==> config.mk <==
export PLATFORM = sky130hd
export DESIGN_NAME = axil_write_router
export DESIGN_NICKNAME = d
export VERILOG_FILES = /design/src/rtl/axil_write_router.sv
export SDC_FILE = /design/constraint.sdc
export NUM_CORES = 1
export LEC_CHECK = 0
export CORE_ASPECT_RATIO = 1.4
export CORE_MARGIN = 2
export CORE_UTILIZATION = 31
export CTS_CLUSTER_SIZE = 25
export DETAILED_ROUTE_END_ITERATION = 12
export HOLD_SLACK_MARGIN = 0.06
export PLACE_DENSITY = 0.81
export SLEW_MARGIN = 15
export SYNTH_ARGS = -nofsm -noshare
export SYNTH_HDL_FRONTEND = slang
export SYNTH_SLANG_ARGS = --single-unit
export TNS_END_PERCENT = 5
==> constraint.sdc <==
create_clock -name clk -period 1.7 [get_ports clk]
set_clock_uncertainty 0.1 [all_clocks]
set_input_delay 0.17 -clock clk [delete_from_list [all_inputs] [get_ports clk]]
set_output_delay 0.17 -clock clk [all_outputs]
set_load 0.02 [all_outputs]
==> src/rtl/axil_write_router.sv <==
// axil_write_router
// Write-channel routing stage of the AXI-Lite interconnect. It accepts one
// master write (AW, W, B) at a time, steers it to the slave picked by the
// address decoder and returns that slave's response. On a decode miss it
// absorbs the W beat itself and answers with DECERR.
//
// Ports
//   clk, rst                       clock, synchronous active-high reset
//   m_aw*/m_w*/m_b*                master-side write channels
//   dec_addr -> / dec_sel, dec_hit <-   address decoder lookup (combinational)
//   s_awaddr, s_wdata, s_wstrb     broadcast to all slaves
//   s_awvalid/s_wvalid/s_bready    per-slave (one bit per slave)
//   s_awready/s_wready/s_bvalid    per-slave (one bit per slave)
//   s_bresp                        per-slave, slave i in bits [2i+1:2i]
module axil_write_router #(
    parameter int N          = 4,
    parameter int ADDR_WIDTH = 32,
    parameter int DATA_WIDTH = 32,
    parameter int SEL_W      = $clog2(N)
) (
    input  logic                    clk,
    input  logic                    rst,
    input  logic [ADDR_WIDTH-1:0]   m_awaddr,
    input  logic                    m_awvalid,
    output logic                    m_awready,
    input  logic [DATA_WIDTH-1:0]   m_wdata,
    input  logic [DATA_WIDTH/8-1:0] m_wstrb,
    input  logic                    m_wvalid,
    output logic                    m_wready,
    output logic [1:0]              m_bresp,
    output logic                    m_bvalid,
    input  logic                    m_bready,
    output logic [ADDR_WIDTH-1:0]   dec_addr,
    input  logic [SEL_W-1:0]        dec_sel,
    input  logic                    dec_hit,
    output logic [ADDR_WIDTH-1:0]   s_awaddr,
    output logic [N-1:0]            s_awvalid,
    input  logic [N-1:0]            s_awready,
    output logic [DATA_WIDTH-1:0]   s_wdata,
    output logic [DATA_WIDTH/8-1:0] s_wstrb,
    output logic [N-1:0]            s_wvalid,
    input  logic [N-1:0]            s_wready,
    input  logic [2*N-1:0]          s_bresp,
    input  logic [N-1:0]            s_bvalid,
    output logic [N-1:0]            s_bready
);

    typedef enum logic [1:0] {
        IDLE,
        FWD,
        RESP
    } state_t;

    state_t                  r_state;
    state_t                  w_state_nxt;
    logic [SEL_W-1:0]        r_sel;
    logic                    r_hit;
    logic [ADDR_WIDTH-1:0]   r_addr;
    logic                    r_aw_done;
    logic                    r_w_done;

    logic [N-1:0]            w_onehot;
    logic                    w_dec_valid;
    logic                    w_aw_hs;
    logic                    w_w_hs;
    logic                    w_b_hs;

    assign w_onehot    = {{(N-1){1'b0}}, 1'b1} << r_sel;
    // An index beyond the populated slave range is treated as a miss.
    assign w_dec_valid = dec_hit && (32'(dec_sel) < 32'(N));

    assign dec_addr = m_awaddr;
    assign s_awaddr = r_addr;
    assign s_wdata  = m_wdata;
    assign s_wstrb  = m_wstrb;

    always_ff @(posedge clk) begin
        if (rst) begin
            r_state   <= IDLE;
            r_sel     <= '0;
            r_hit     <= 1'b0;
            r_addr    <= '0;
            r_aw_done <= 1'b0;
            r_w_done  <= 1'b0;
        end else begin
            r_state <= w_state_nxt;
            unique case (r_state)
                IDLE: begin
                    if (m_awvalid) begin
                        r_addr    <= m_awaddr;
                        r_sel     <= dec_sel;
                        r_hit     <= w_dec_valid;
                        r_aw_done <= 1'b0;
                        r_w_done  <= 1'b0;
                    end
                end
                FWD: begin
                    if (w_aw_hs) r_aw_done <= 1'b1;
                    if (w_w_hs)  r_w_done  <= 1'b1;
                end
                RESP: begin
                    if (w_b_hs) begin
                        r_aw_done <= 1'b0;
                        r_w_done  <= 1'b0;
                    end
                end
                default: ;
            endcase
        end
    end

    // Outputs are forced to their idle values while rst is high, even though
    // the state register only returns to IDLE at the next edge.
    always_comb begin
        w_state_nxt = r_state;
        m_awready   = 1'b0;
        m_wready    = 1'b0;
        m_bvalid    = 1'b0;
        m_bresp     = 2'b00;
        s_awvalid   = '0;
        s_wvalid    = '0;
        s_bready    = '0;
        w_aw_hs     = 1'b0;
        w_w_hs      = 1'b0;
        w_b_hs      = 1'b0;
        if (!rst) begin
            unique case (r_state)
                IDLE: begin
                    m_awready = 1'b1;
                    if (m_awvalid) w_state_nxt = FWD;
                end
                FWD: begin
                    if (r_hit) begin
                        s_awvalid = r_aw_done ? '0 : w_onehot;
                        s_wvalid  = (m_wvalid && !r_w_done) ? w_onehot : '0;
                        m_wready  = s_wready[r_sel] && !r_w_done;
                        w_aw_hs   = !r_aw_done && s_awready[r_sel];
                        w_w_hs    = m_wvalid && s_wready[r_sel] && !r_w_done;
                        // A pair may finish via a registered flag or a
                        // handshake completing in this very cycle.
                        if ((r_aw_done || w_aw_hs) && (r_w_done || w_w_hs))
                            w_state_nxt = RESP;
                    end else begin
                        m_wready = 1'b1;
                        w_w_hs   = m_wvalid;
                        if (m_wvalid) w_state_nxt = RESP;
                    end
                end
                RESP: begin
                    if (r_hit) begin
                        m_bvalid = s_bvalid[r_sel];
                        m_bresp  = s_bvalid[r_sel] ? s_bresp[2*r_sel +: 2] : 2'b00;
                        s_bready = m_bready ? w_onehot : '0;
                        w_b_hs   = s_bvalid[r_sel] && m_bready;
                    end else begin
                        m_bvalid = 1'b1;
                        m_bresp  = 2'b11;
                        w_b_hs   = m_bready;
                    end
                    if (w_b_hs) w_state_nxt = IDLE;
                end
                default: w_state_nxt = IDLE;
            endcase
        end
    end

endmodule

==> run_results.csv <==
group,metric,value,unit
finish,drive_gt1_share,21.1,%
routing,num_vias,2253,
finish,fin_util,48.8,%
clocking,clk_latency,0.28,ns
setup_path,cp.required,1.43,ns
finish,layout.nets,488,
setup_path,critical_path_class,"reg -> out",
yosys,syn_avg_cell_area,7.80,um^2
routing,detail_route.wl_per_cell,13.9,um
power,powerDensity,697,nW/um^2
die,row_count,37,
clocking,clock_path_buffers,2,
setup_path,cp_max_fo,5,
timing,relSlewSlack,82.8,%
finish,antenna_cells,0,
yosys,synth-simple-area-share,19.8,%
place,io_buffers,140,
global_route,grt-ovfl-total,0,
clocking,cts_tree,"built",
routing,route.detailed.drc,0,
timing,rsz0062_at_grt,"true",
routing,wl,6830,um
yosys,ys.flop_type,"dfxtp_1",
yosys,yosys.area_share.xor_xnor,0,%
finish,final_area,3590,um^2
finish,finalNonFillerCells,490,
timing,finalCritPeriodShare,106,%
routing,drt_iter0_drc,37,
global_route,grt_start_max_net_pins,25,
yosys,yosysSeqAreaShare,33.2,%
place,place_worst_setup_slack,-0.420,ns
die,io_pins,213,
run,maxCapViolCount,0,
place,place_area,3440,um^2
routing,dr.pass1.iters,4,
die,start_util,32.0,%
yosys,synth_top_family_by_area,"buffers and inverters",
timing,min_period,1.81,ns
power,p_total,2.50,mW
routing,viasPerCell,4.60,
timing,finalHoldViolCount,0,
timing,setup-violations-final,6,
timing,fin_ws,-0.107,ns
die,die_area,8320,um^2
yosys,syn_nets,398,
yosys,syn_inst,302,
die,core_area,7360,um^2
yosys,synth_compound_area_share,12.6,%
yosys,synthMuxAreaShare,6.22,%
timing,hold_ws,0.204,ns
yosys,yosysWarnings,0,
clocking,clockRootBuffer,"clkbuf_8",
place,gp_congestion,0.829,
clocking,clk_pin_slew,0.07,ns
timing,max_freq,554,MHz
yosys,yosys_register_bits,39,
timing,maxSlewViolCount,0,
setup_path,cp-start-kind,"flop",
timing,tightest_slew,0.251,ns
timing,finalSetupTns,-0.363,ns
die,fp.dieH,107,um
die,chipWidth,77.7,um
routing,postRouteAntennaNets,0,
run_status,violations,"setup timing",
setup_path,cp-end-kind,"primary output",
global_route,grt_pass1_vias,2229,
place,hpwl,5290,um
yosys,synth_edf_count,0,
clocking,cts_inserted_buffers,5,
hold_path,hp-class,"in -> reg",
run_status,status,"finished with violations",
yosys,ys_types,35,
finish,syn_to_final_growth,52.4,%
clocking,clock_sinks,39,
yosys,synthAdderAreaFrac,0,%
setup_path,cp.arrival,1.54,ns
global_route,antenna_found_initial,0,
global_route,grt_use_total,15.3,%
yosys,synthArstFlopShare,0,%
global_route,grt_pass1_wl,10300,um
yosys,syn_area,2350,um^2
power,irDropWorstVdd,374,uV
clocking,htree_levels,2,
place,dpl.cell_count,480,
power,power_leakage,1.39,nW
[cells in the mapped netlist (all sizes together), types with 3 or more instances]
library cell  instances  area share (%)
nor2                 14             2.3
nand2b                3            0.80
dfxtp                39              33
nand3                 7             1.9
inv                   7             1.1
buf                  76              24
mux2i                 6             2.6
nor3                  4            0.85
a21oi                38             8.1
nor2b                 3            0.80
mux2                  3             1.8
nand2                75              12
clkbuf                9             3.2
[per-layer routing]
metal / share of wire [%] / up-vias / global-route usage [%]
met3: 7.2 / 29 / 3.96
met2: 54 / 90 / 30.0
met4: 3.5 / 0 / 7.27
met5: 0 / - / 0
li1: - / 1095 / -
met1: 35 / 1039 / 14.3
[layout by cell type (no fill, tap or decap), types with 3 or more instances in the layout]
cell type	instances
clkdlybuf4s50_1	122
nand2_1	74
a21oi_1	35
dfxtp_1	35
buf_4	32
nor2_1	11
buf_2	7
inv_1	5
clkbuf_8	5
nand3_2	4
nand2b_1	3
nor2b_1	3
a21oi_2	3
mux2i_1	3
nand3_1	3
buf_6	3
dfxtp_4	3
[critical path, stage by stage (launching register included)]
cell and delay, ns:
dfxtp_4 0.38, buf_6 0.12, mux2i_2 0.15, a2bb2oi_2 0.18, nand3_2 0.14, a21oi_2 0.13, buf_4 0.15
[worst paths after layout]
| kind | startpoint | endpoint | slack (ns) | cells after the start |
|---|---|---|---|---|
| setup reg to reg | r_sel[1]$_SDFFE_PP0P_ | r_state[0]$_SDFFE_PP0P_ | 0.04 | 5 |
| setup / recovery | r_sel[1]$_SDFFE_PP0P_ | m_bresp[1] | -0.11 | 6 |
| hold reg to reg | s_awaddr[4]$_SDFFE_PP0P_ | s_awaddr[4]$_SDFFE_PP0P_ | 0.36 | 2 |
| hold / removal | rst | r_w_done$_SDFFE_PP0P_ | 0.20 | 4 |
[registers in the layout, indices dropped and copies added (netlist names)]
name and cells:
s_awaddr 32, r_w_done 1, r_state 2, r_aw_done 1, r_hit 1, r_sel 2
[cell families (layout without fill, tap and decap cells)]
logic type	Yosys count	count (layout)
mux	11	11
buf+inv	92	183
flops	39	39
simple gates	110	110
compound gates	50	50
[layout make-up]
type                    count  area [um^2]
clock buffers               6         72.6
flip-flops and latches     39          793
repair buffers            168         1580
fillers                   704         3770
clock inverters             2         12.5
inverters                   7         26.3
multi-input cells         171          982
well taps                  97          121
[what timing repair did]
| action | in CTS | in global routing |
|---|---|---|
| buffers inserted | 1 | 1 |
| hold buffers | 0 | 0 |
| pin swaps | 2 | 5 |
| resized for setup | 70 | 33 |
| endpoints found under the setup margin | 19 | 17 |
| endpoints found under the hold margin | 0 | 0 |
[report_power, final]
part / total [mW] / leakage (nW) / internal [mW] / switching [mW]
combinational: 0.875 / 1.03 / 0.457 / 0.418
sequential: 1.03 / 0.322 / 0.981 / 0.0456
clock: 0.601 / 0.0412 / 0.287 / 0.314
total: 2.50 / 1.39 / 1.72 / 0.778
Power figures use the tool's default switching activity.
==> variant: new RTL, same settings <==
Encoding of `state_t`: now one-hot (3 bits for 3 states).
--- a/src/rtl/axil_write_router.sv
+++ b/src/rtl/axil_write_router.sv
@@ -45,10 +45,10 @@
     output logic [N-1:0]            s_bready
 );
 
-    typedef enum logic [1:0] {
-        IDLE,
-        FWD,
-        RESP
+    typedef enum logic [2:0] {
+        IDLE = 3'b001,
+        FWD  = 3'b010,
+        RESP = 3'b100
     } state_t;
 
     state_t                  r_state;
Function: no difference found for any inputs over 10 cycles, from zero or initial values and one cycle with rst high; not proved beyond that.
==> variant against the unedited design <==
The run still ends with negative setup slack left. Area after synthesis increased by 3.2%. Non-clock buffer count grew 2. Power grew 7.1%. Final area is 5.4% higher. Sequential cell count grew 1. Worst setup slack got worse by 160 ps. Critical path depth fell by 1. Largest power group unchanged. Wire length up 8.1%.
==> variant: results (changes against the unedited design) <==
- Status: finished with violations (unchanged)
- Violated checks: negative setup slack (unchanged)
- GRT Overall Usage: 17.1% (was 15.3%)
- Reg2Reg Depth: 6 (was 5)
- Setup TNS: -2090 ps (was -363 ps)
- Setup ws final: -264 ps (was -107 ps)
- Peak supply drop: 0.587 mV (was 0.374 mV)
- Critical Path AT: 1690 ps (was 1540 ps)
- Unique masters post-synth: 42 (was 35)
- Worst-margin pin slew: 393 ps (was 251 ps)
- Largest net degree at the start of global routing: 36 (was 25)
- Via count: 2353 (was 2253)
- Crit-path slowest cell: or4_4 (was dfxtp_4)
- Net Sw Power: 0.839 mW (was 0.778 mW)
- Hold depth: 0 (was 4)
- Pre-CTS setup slack: -772 ps (was -420 ps)
- Worst Hold Class: input port to output pin (was input port to register)
- Nets@finish: 495 (was 488)
- Skew-Pair Late Insertion Delay: 290 ps
- Num CTS Buffers: 5 (unchanged)
- Area after DPL: 3560 um^2 (was 3440 um^2)
- Leak: 1.43 nW (was 1.39 nW)
- Final setup viols: 15 (was 6)
- Mux share of post-synthesis cell area: 5.61% (was 6.22%)
- Crit-path max cell delay: 460 ps (was 380 ps)
- Async SR Flop Fraction: 0% (unchanged)
- Worst Path Max Fanout: 4 (was 5)
- Compound-Gate Fraction of Synth Area: 15.0% (was 12.6%)
- Layout cells sized above 1: 22.0% (was 21.1%)
- Largest cells by area after synthesis: dfxtp_1 (33%), buf_4 (22%), nand2_1 (11%), a21oi_1 (7.6%), mux4_2 (3.7%) (was dfxtp_1 (33%), buf_4 (22%), nand2_1 (12%), a21oi_1 (8.1%), mux2i_1 (2.6%))
- Syn Nets: 404 (was 398)
- Hpwl dp: 5860 um (was 5290 um)
- H-tree depth: 2 (unchanged)
- First-pass GRT wire length: 11400 um (was 10300 um)
- Wire length per cell: 14.8 um (was 13.9 um)
- Drt drc: 0 (unchanged)
- CP top delay family: simple AND/OR/NAND/NOR gates (was flip-flops)
- Sequential cell area fraction in the yosys report: 32.9% (was 33.2%)
- Max FFs per register: 32 (unchanged)
- Commonest cells in the netlist: nand2_1 (74), buf_4 (72), dfxtp_1 (40) (was nand2_1 (75), buf_4 (68), dfxtp_1 (39))
- EDFF count, synth: 0 (unchanged)
- Initial antenna violation count: 2 (was 0)
- Adder-Cell Fraction of Synth Area: 0% (unchanged)
- Drt initial violations: 71 (was 37)
- Fillcell total: 726 (was 704)
- Final GP Congestion: 0.822 (was 0.829)
- Xor/xnor share of the synthesized area: 0.360% (was 0%)
==> variant: layout make-up <==
cell class              instances  area (um^2)  area share (%)
well taps                     100          125            3.31
multi-input cells             176         1090            28.8
repair buffers                170         1640            43.3
flip-flops and latches         40          811            21.4
inverters                       6         22.5           0.595
clock inverters                 1         7.51           0.198
clock buffers                   7         86.3            2.28
==> variant: path summary, 6_finish.rpt <==
path / from / to / slack (ps)
setup / recovery: r_sel[0] / m_bresp[1] / -260
hold / removal: m_wdata[1] / s_wdata[1] / 240
setup reg to reg: r_sel[0] / r_state[1] / -180
hold reg to reg: s_awaddr[24] / s_awaddr[24] / 350
==> variant: cells by family after synthesis <==
family | after synthesis
compound gates | 57
xor+xnor | 1
buf+inv | 92
flops | 40
mux | 8
simple gates | 110
==> variant: power by group through the flow <==
| stage | logic, mW | clock network, mW | registers (mW) |
|---|---|---|---|
| global placement | 0.895 | 0 | 1.07 |
| floorplan | 0.542 | 0 | 1.14 |
| CTS | 0.932 | 0.709 | 1.05 |
| detailed placement | 0.911 | 0 | 1.07 |
| finish | 0.959 | 0.671 | 1.05 |
| global route | 1.02 | 0.749 | 1.06 |
==> variant: through the flow <==
step	util [%]	hold WS, ps	power [mW]	std cells
after floorplan	-	206	1.68	308
after global placement	46.3	240	1.96	489
after detailed placement	46.3	240	1.98	489
after CTS	48.0	235	2.69	497
after global routing	49.1	240	2.83	500
final	49.1	240	2.68	500
==> variant: routing by layer <==
metal | track usage (%) | share of wire (%)
met1 | 15.6 | 33
met5 | 0 | 0
met4 | 9.73 | 4.6
met3 | 6.87 | 10
met2 | 31.7 | 53
==> variant: timing repair <==
item	4_1_cts	5_1_grt
pin swaps	4	3
endpoints found under the setup margin	55	56
resized for setup	94	30
hold buffers	0	0
hold endpoints to repair	0	0
buffers inserted	0	3
